==> config.mk <==
export PLATFORM = sky130hd
export DESIGN_NAME = axil_read_arbiter_flat
export DESIGN_NICKNAME = d
export VERILOG_FILES = /design/src/rtl/axil_read_arbiter_if.sv /design/src/rtl/axil_read_arbiter.sv /design/src/flat_wrapper.sv
export SDC_FILE = /design/constraint.sdc
export NUM_CORES = 1
export LEC_CHECK = 0
export BUFFER_PORTS_ARGS = -buffer_cell sky130_fd_sc_hd__buf_2
export CORE_AREA = 4 4 113 115
export DETAILED_ROUTE_END_ITERATION = 16
export DIE_AREA = 0 0 117 119
export SYNTH_ARGS = -nofsm -noshare
export SYNTH_HDL_FRONTEND = slang
export SYNTH_SLANG_ARGS = --single-unit
==> constraint.sdc <==
create_clock -name aclk -period 3.39 [get_ports aclk]
set_clock_uncertainty 0.15 [all_clocks]
set_input_delay 1.017 -clock aclk [delete_from_list [all_inputs] [get_ports aclk]]
set_output_delay 1.017 -clock aclk [all_outputs]
set_load 0.05 [all_outputs]
==> src/rtl/axil_read_arbiter_if.sv <==
// AXI-Lite read-channel bundle; NUM_MASTERS lanes packed side by side.
// The master modport drives AR and R-ready, the slave modport answers them.
interface axil_read_arbiter_if #(
    parameter int unsigned NUM_MASTERS = 1,
    parameter int unsigned ADDR_WIDTH  = 32,
    parameter int unsigned DATA_WIDTH  = 32
);
    logic [NUM_MASTERS*ADDR_WIDTH-1:0] araddr;
    logic [NUM_MASTERS*3-1:0]          arprot;
    logic [NUM_MASTERS-1:0]            arvalid;
    logic [NUM_MASTERS-1:0]            arready;
    logic [NUM_MASTERS*DATA_WIDTH-1:0] rdata;
    logic [NUM_MASTERS*2-1:0]          rresp;
    logic [NUM_MASTERS-1:0]            rvalid;
    logic [NUM_MASTERS-1:0]            rready;

    modport master (
        output araddr, arprot, arvalid, rready,
        input  arready, rdata, rresp, rvalid
    );

    modport slave (
        input  araddr, arprot, arvalid, rready,
        output arready, rdata, rresp, rvalid
    );
endinterface

==> src/rtl/axil_read_arbiter.sv <==
// Round-robin arbiter sharing one AXI-Lite read channel between NUM_MASTERS
// requesters; exactly one read is in flight at a time.
module axil_read_arbiter #(
    parameter int unsigned NUM_MASTERS = 2,
    parameter int unsigned ADDR_WIDTH  = 32,
    parameter int unsigned DATA_WIDTH  = 32
) (
    input  logic                 aclk,
    input  logic                 aresetn,
    axil_read_arbiter_if.slave   s_axil,
    axil_read_arbiter_if.master  m_axil
);
    localparam int unsigned GW = $clog2(NUM_MASTERS);

    typedef enum logic [1:0] {IDLE, ADDR, DATA} state_t;

    state_t                  state_q;
    logic [GW-1:0]           grant_q;
    logic [GW-1:0]           last_grant_q;
    logic [ADDR_WIDTH-1:0]   araddr_q;
    logic [2:0]              arprot_q;
    logic                    arvalid_q;

    logic [GW-1:0]           grant_d;
    logic                    found_d;
    logic [ADDR_WIDTH-1:0]   araddr_d;
    logic [2:0]              arprot_d;

    logic [NUM_MASTERS-1:0]  s_arready;
    logic [NUM_MASTERS-1:0]  s_rvalid;
    logic                    m_rready;
    logic [DATA_WIDTH-1:0]   rdata_fwd;
    logic [1:0]              rresp_fwd;
    logic                    ar_hs;
    logic                    r_hs;

    // Descending offsets let the smallest offset past last_grant win the scan.
    always_comb begin
        grant_d = '0;
        found_d = 1'b0;
        for (int unsigned off = NUM_MASTERS; off >= 1; off--) begin
            for (int unsigned i = 0; i < NUM_MASTERS; i++) begin
                if (i == ((32'(last_grant_q) + off) % NUM_MASTERS) && s_axil.arvalid[i]) begin
                    grant_d = GW'(i);
                    found_d = 1'b1;
                end
            end
        end
    end

    always_comb begin
        araddr_d = '0;
        arprot_d = '0;
        for (int unsigned i = 0; i < NUM_MASTERS; i++) begin
            if (GW'(i) == grant_d) begin
                araddr_d = s_axil.araddr[i*ADDR_WIDTH +: ADDR_WIDTH];
                arprot_d = s_axil.arprot[i*3 +: 3];
            end
        end
    end

    // arready is held low while in reset so no handshake can be seen then.
    always_comb begin
        s_arready = '0;
        s_rvalid  = '0;
        m_rready  = 1'b0;
        for (int unsigned i = 0; i < NUM_MASTERS; i++) begin
            if (state_q == IDLE && aresetn && found_d && GW'(i) == grant_d) begin
                s_arready[i] = 1'b1;
            end
            if (state_q == DATA && GW'(i) == grant_q) begin
                s_rvalid[i] = m_axil.rvalid;
                m_rready    = s_axil.rready[i];
            end
        end
    end

    assign rdata_fwd = (state_q == DATA) ? m_axil.rdata : '0;
    assign rresp_fwd = (state_q == DATA) ? m_axil.rresp : '0;

    assign ar_hs = (state_q == IDLE) && found_d;
    assign r_hs  = (state_q == DATA) && m_axil.rvalid && m_rready;

    always_ff @(posedge aclk or negedge aresetn) begin
        if (!aresetn) begin
            state_q      <= IDLE;
            grant_q      <= '0;
            last_grant_q <= GW'(NUM_MASTERS - 1);
            araddr_q     <= '0;
            arprot_q     <= '0;
            arvalid_q    <= 1'b0;
        end else begin
            unique case (state_q)
                IDLE: begin
                    if (ar_hs) begin
                        araddr_q  <= araddr_d;
                        arprot_q  <= arprot_d;
                        grant_q   <= grant_d;
                        arvalid_q <= 1'b1;
                        state_q   <= ADDR;
                    end
                end
                ADDR: begin
                    if (m_axil.arready) begin
                        arvalid_q <= 1'b0;
                        state_q   <= DATA;
                    end
                end
                DATA: begin
                    if (r_hs) begin
                        last_grant_q <= grant_q;
                        state_q      <= IDLE;
                    end
                end
                default: begin
                    arvalid_q <= 1'b0;
                    state_q   <= IDLE;
                end
            endcase
        end
    end

    assign s_axil.arready = s_arready;
    assign s_axil.rvalid  = s_rvalid;
    assign s_axil.rdata   = {NUM_MASTERS{rdata_fwd}};
    assign s_axil.rresp   = {NUM_MASTERS{rresp_fwd}};

    assign m_axil.araddr  = araddr_q;
    assign m_axil.arprot  = arprot_q;
    assign m_axil.arvalid = arvalid_q;
    assign m_axil.rready  = m_rready;
endmodule
==> src/flat_wrapper.sv <==
// flat-port wrapper written by rule: the top's interface ports become plain ports
module axil_read_arbiter_flat 
#(
    parameter int unsigned NUM_MASTERS = 2,
    parameter int unsigned ADDR_WIDTH  = 32,
    parameter int unsigned DATA_WIDTH  = 32
)
  (aclk, aresetn, s_axil_araddr, s_axil_arprot, s_axil_arvalid, s_axil_rready, s_axil_arready, s_axil_rdata, s_axil_rresp, s_axil_rvalid, m_axil_araddr, m_axil_arprot, m_axil_arvalid, m_axil_rready, m_axil_arready, m_axil_rdata, m_axil_rresp, m_axil_rvalid);
  axil_read_arbiter_if #(.NUM_MASTERS(NUM_MASTERS), .ADDR_WIDTH(ADDR_WIDTH), .DATA_WIDTH(DATA_WIDTH)) s_axil_i ();
  axil_read_arbiter_if #(.NUM_MASTERS(NUM_MASTERS), .ADDR_WIDTH(ADDR_WIDTH), .DATA_WIDTH(DATA_WIDTH)) m_axil_i ();
  input  logic aclk;
  input  logic aresetn;
  input wire logic [$bits(s_axil_i.araddr)-1:0] s_axil_araddr;
  input wire logic [$bits(s_axil_i.arprot)-1:0] s_axil_arprot;
  input wire logic [$bits(s_axil_i.arvalid)-1:0] s_axil_arvalid;
  input wire logic [$bits(s_axil_i.rready)-1:0] s_axil_rready;
  output wire logic [$bits(s_axil_i.arready)-1:0] s_axil_arready;
  output wire logic [$bits(s_axil_i.rdata)-1:0] s_axil_rdata;
  output wire logic [$bits(s_axil_i.rresp)-1:0] s_axil_rresp;
  output wire logic [$bits(s_axil_i.rvalid)-1:0] s_axil_rvalid;
  output wire logic [$bits(m_axil_i.araddr)-1:0] m_axil_araddr;
  output wire logic [$bits(m_axil_i.arprot)-1:0] m_axil_arprot;
  output wire logic [$bits(m_axil_i.arvalid)-1:0] m_axil_arvalid;
  output wire logic [$bits(m_axil_i.rready)-1:0] m_axil_rready;
  input wire logic [$bits(m_axil_i.arready)-1:0] m_axil_arready;
  input wire logic [$bits(m_axil_i.rdata)-1:0] m_axil_rdata;
  input wire logic [$bits(m_axil_i.rresp)-1:0] m_axil_rresp;
  input wire logic [$bits(m_axil_i.rvalid)-1:0] m_axil_rvalid;
  assign s_axil_i.araddr = s_axil_araddr;
  assign s_axil_i.arprot = s_axil_arprot;
  assign s_axil_i.arvalid = s_axil_arvalid;
  assign s_axil_i.rready = s_axil_rready;
  assign s_axil_arready = s_axil_i.arready;
  assign s_axil_rdata = s_axil_i.rdata;
  assign s_axil_rresp = s_axil_i.rresp;
  assign s_axil_rvalid = s_axil_i.rvalid;
  assign m_axil_araddr = m_axil_i.araddr;
  assign m_axil_arprot = m_axil_i.arprot;
  assign m_axil_arvalid = m_axil_i.arvalid;
  assign m_axil_rready = m_axil_i.rready;
  assign m_axil_i.arready = m_axil_arready;
  assign m_axil_i.rdata = m_axil_rdata;
  assign m_axil_i.rresp = m_axil_rresp;
  assign m_axil_i.rvalid = m_axil_rvalid;
  axil_read_arbiter #(.NUM_MASTERS(NUM_MASTERS), .ADDR_WIDTH(ADDR_WIDTH), .DATA_WIDTH(DATA_WIDTH)) u_core (.aclk(aclk), .aresetn(aresetn), .s_axil(s_axil_i), .m_axil(m_axil_i));
endmodule
==> flow_summary_export.csv <==
group,metric,value,unit
floorplan,dieHeight,119,um
global_route,grt_pass1_wl,14100,um
critical_path,end_kind,"primary output",
detailed_routing,met1_length,3690,um
placed_design,place_area,3550,um2
floorplan,coreArea,11800,um2
sta,timing.setup.tns,0,ps
final_layout,fin_nets,664,
clock_tree,clk_latency,280,ps
critical_path,critPathMaxFanout,3,
detailed_routing,antenna_left,0,
clock_tree,cts_max_level,2,
yosys,syn-instance-count,339,
final_layout,layout-drive-gt1-share,47.2,%
sta,tightest_slew,532,ps
power,leakage,2.08,nW
clock_tree,cts.sinks,40,
critical_path,required,2220,ps
global_route,gr-total-overflow,0,
global_route,antenna_found_initial,0,
hold_path,hold_path_class,"flip-flop to flip-flop",
clock_tree,cts_tree,"done",
detailed_routing,viasPerCell,4.31,
floorplan,start_util,23.2,%
final_layout,mostFrequentLayoutCells,"buf_2, nand2_1, dfrtp_1, conb_1, a21oi_1",
critical_path,worstSetupPathType,"primary input to primary output",
status,status,"finished clean",
final_layout,fin_area,3710,um2
yosys,synth_warnings,0,
yosys,synth_top_area_share,35.6,%
detailed_routing,drc,0,
floorplan,ios,294,
placed_design,io_buffers,222,
sta,slew_violations,0,
yosys,synth_edf_count,0,
yosys,seq_area_frac_synth,36.5,%
yosys,syn_area,2740,um2
sta,slew_headroom,64.5,%
sta,hold_violations,0,
power,power_density,1180,nW/um2
critical_path,worstPathArrival,1910,ps
placed_design,gp_congestion,0.740,
sta,rsz0062_at_grt,"no",
final_layout,n_antenna_cell,0,
yosys,ys.flop_type,"dfrtp_1",
sta,fin_crit_sh,90.7,%
clock_tree,post_cts_buffers,0,
final_layout,syn_to_final_growth,35.4,%
power,ir_drop,0.365,mV
clock_tree,numCtsBuffers,5,
clock_tree,cts_resized,0,
global_route,grt_pass1_vias,2661,
floorplan,die_w,117,um
yosys,synth_top_cell_by_area,"dfrtp_1",
detailed_routing,wl_per_cell,15.0,um
detailed_routing,num_vias,2861,
global_route,grt_max_degree,41,
sta,final-setup-viol-count,0,
floorplan,rows,40,
yosys,ys_types,26,
clock_tree,hold_buffers,0,
clock_tree,clkTransAtPathRegs,60,ps
sta,fmax,325,MHz
final_layout,final_common_cell,"buf_2",
critical_path,cp-start-kind,"primary input",
yosys,synthTopCellsByArea,"dfrtp_1, buf_4, nand2_1, a31oi_1, and2_1",
yosys,avgSynthCellArea,8.09,um2
sta,period_minus_slack,3070,ps
clock_tree,root_buffer,"clkbuf_16",
detailed_routing,firstDrtPassIters,4,
clock_tree,clockBufferDepth,2,
detailed_routing,met3RoutedLength,832,um
floorplan,dieArea,13900,um2
placed_design,dpl.hpwl,7700,um
detailed_routing,drt_iter0_drc,141,
detailed_routing,wl_met2,5320,um
yosys,async_flop_share,100,%
detailed_routing,routed_wl,9970,um
yosys,ys_ff_latch,40,
global_route,grt.total_usage,13.0,%
job,max-cap-violations,0,
detailed_routing,top_layer,"met4",
synthesized netlist by cell type (3+ instances only):
cell type and instances:
and2_1 35, nand2_1 71, a21oi_1 36, buf_4 75
nor2_1 6, dfrtp_1 39, a31oi_1 35, buf_2 13
clkbuf_1 3, buf_6 4, o21ai_0 4, and3_1 4
worst paths after layout:
check                           slack, ps             endpoint                start  cells past startpoint
worst max register to register       1720  u_core.araddr_q[26]  u_core.last_grant_q                      4
worst min-delay path                  400  u_core.araddr_q[15]  u_core.araddr_q[15]                      2
max in group asynchronous            1980   u_core.araddr_q[0]              aresetn                      2
worst min register to register        400  u_core.araddr_q[15]  u_core.araddr_q[15]                      2
min in group asynchronous             730  u_core.araddr_q[11]              aresetn                      2
worst max-delay path                  320    s_axil_arready[0]    s_axil_arvalid[1]                      5
logic make-up (layout without fill, tap and decap cells):
group,Yosys count,in the layout,share of synthesized area [%]
compound gates,78,78,16.7
buf+inv,97,239,25.2
flops,40,40,36.5
mux,2,2,0.776
other cells,1,37,0.137
simple gates,121,121,20.7
worst max-delay path, stage by stage:
cell and delay [ps]:
buf_2 110, or2_1 230, and2_1 150, and3_1 180, buf_2 220
report_power, final:
part / internal [W] / leakage (nW) / switching [W]
clock network: 0.000347 / 0.0808 / 0.000195
logic: 0.000627 / 1.55 / 0.00231
registers: 0.000728 / 0.450 / 0.000154
sequential cells by signal, summed over array words and instances (netlist names):
signal	flops
u_core.last_grant_q	1
u_core.grant_q	1
u_core.arprot_q	3
u_core.arvalid_q	1
u_core.state_q	2
u_core.araddr_q	32
metrics by stage:
| stage | setup WS [ps] | util (%) | cells | hold slack, ps | total power, W |
|---|---|---|---|---|---|
| floorplan | 269 | - | 375 | 331 | 0.00334 |
| global placement | 297 | 30.0 | 656 | 375 | 0.00383 |
| detailed placement | 297 | 30.0 | 656 | 385 | 0.00386 |
| CTS | 295 | 31.4 | 664 | 400 | 0.00443 |
| global route | 201 | 31.4 | 664 | 430 | 0.00461 |
| finish | 315 | 31.4 | 664 | 396 | 0.00436 |
layer usage:
metal | vias to the layer above | track usage, %
li1 | 1371 | -
met1 | 1329 | 14.9
met2 | 155 | 25.0
met3 | 6 | 1.32
met4 | 0 | 3.23
met5 | - | 0
layout make-up:
type                       count  area [um2]
sequential                    40        1000
inverter                       2        7.51
multi-input combinational    238        1190
clock buffer                   6         129
tap                          147         184
timing repair buffer         229        1160
fill                        1311        8100
clock inverter                 2        35.0
Power figures use the tool's default switching activity.
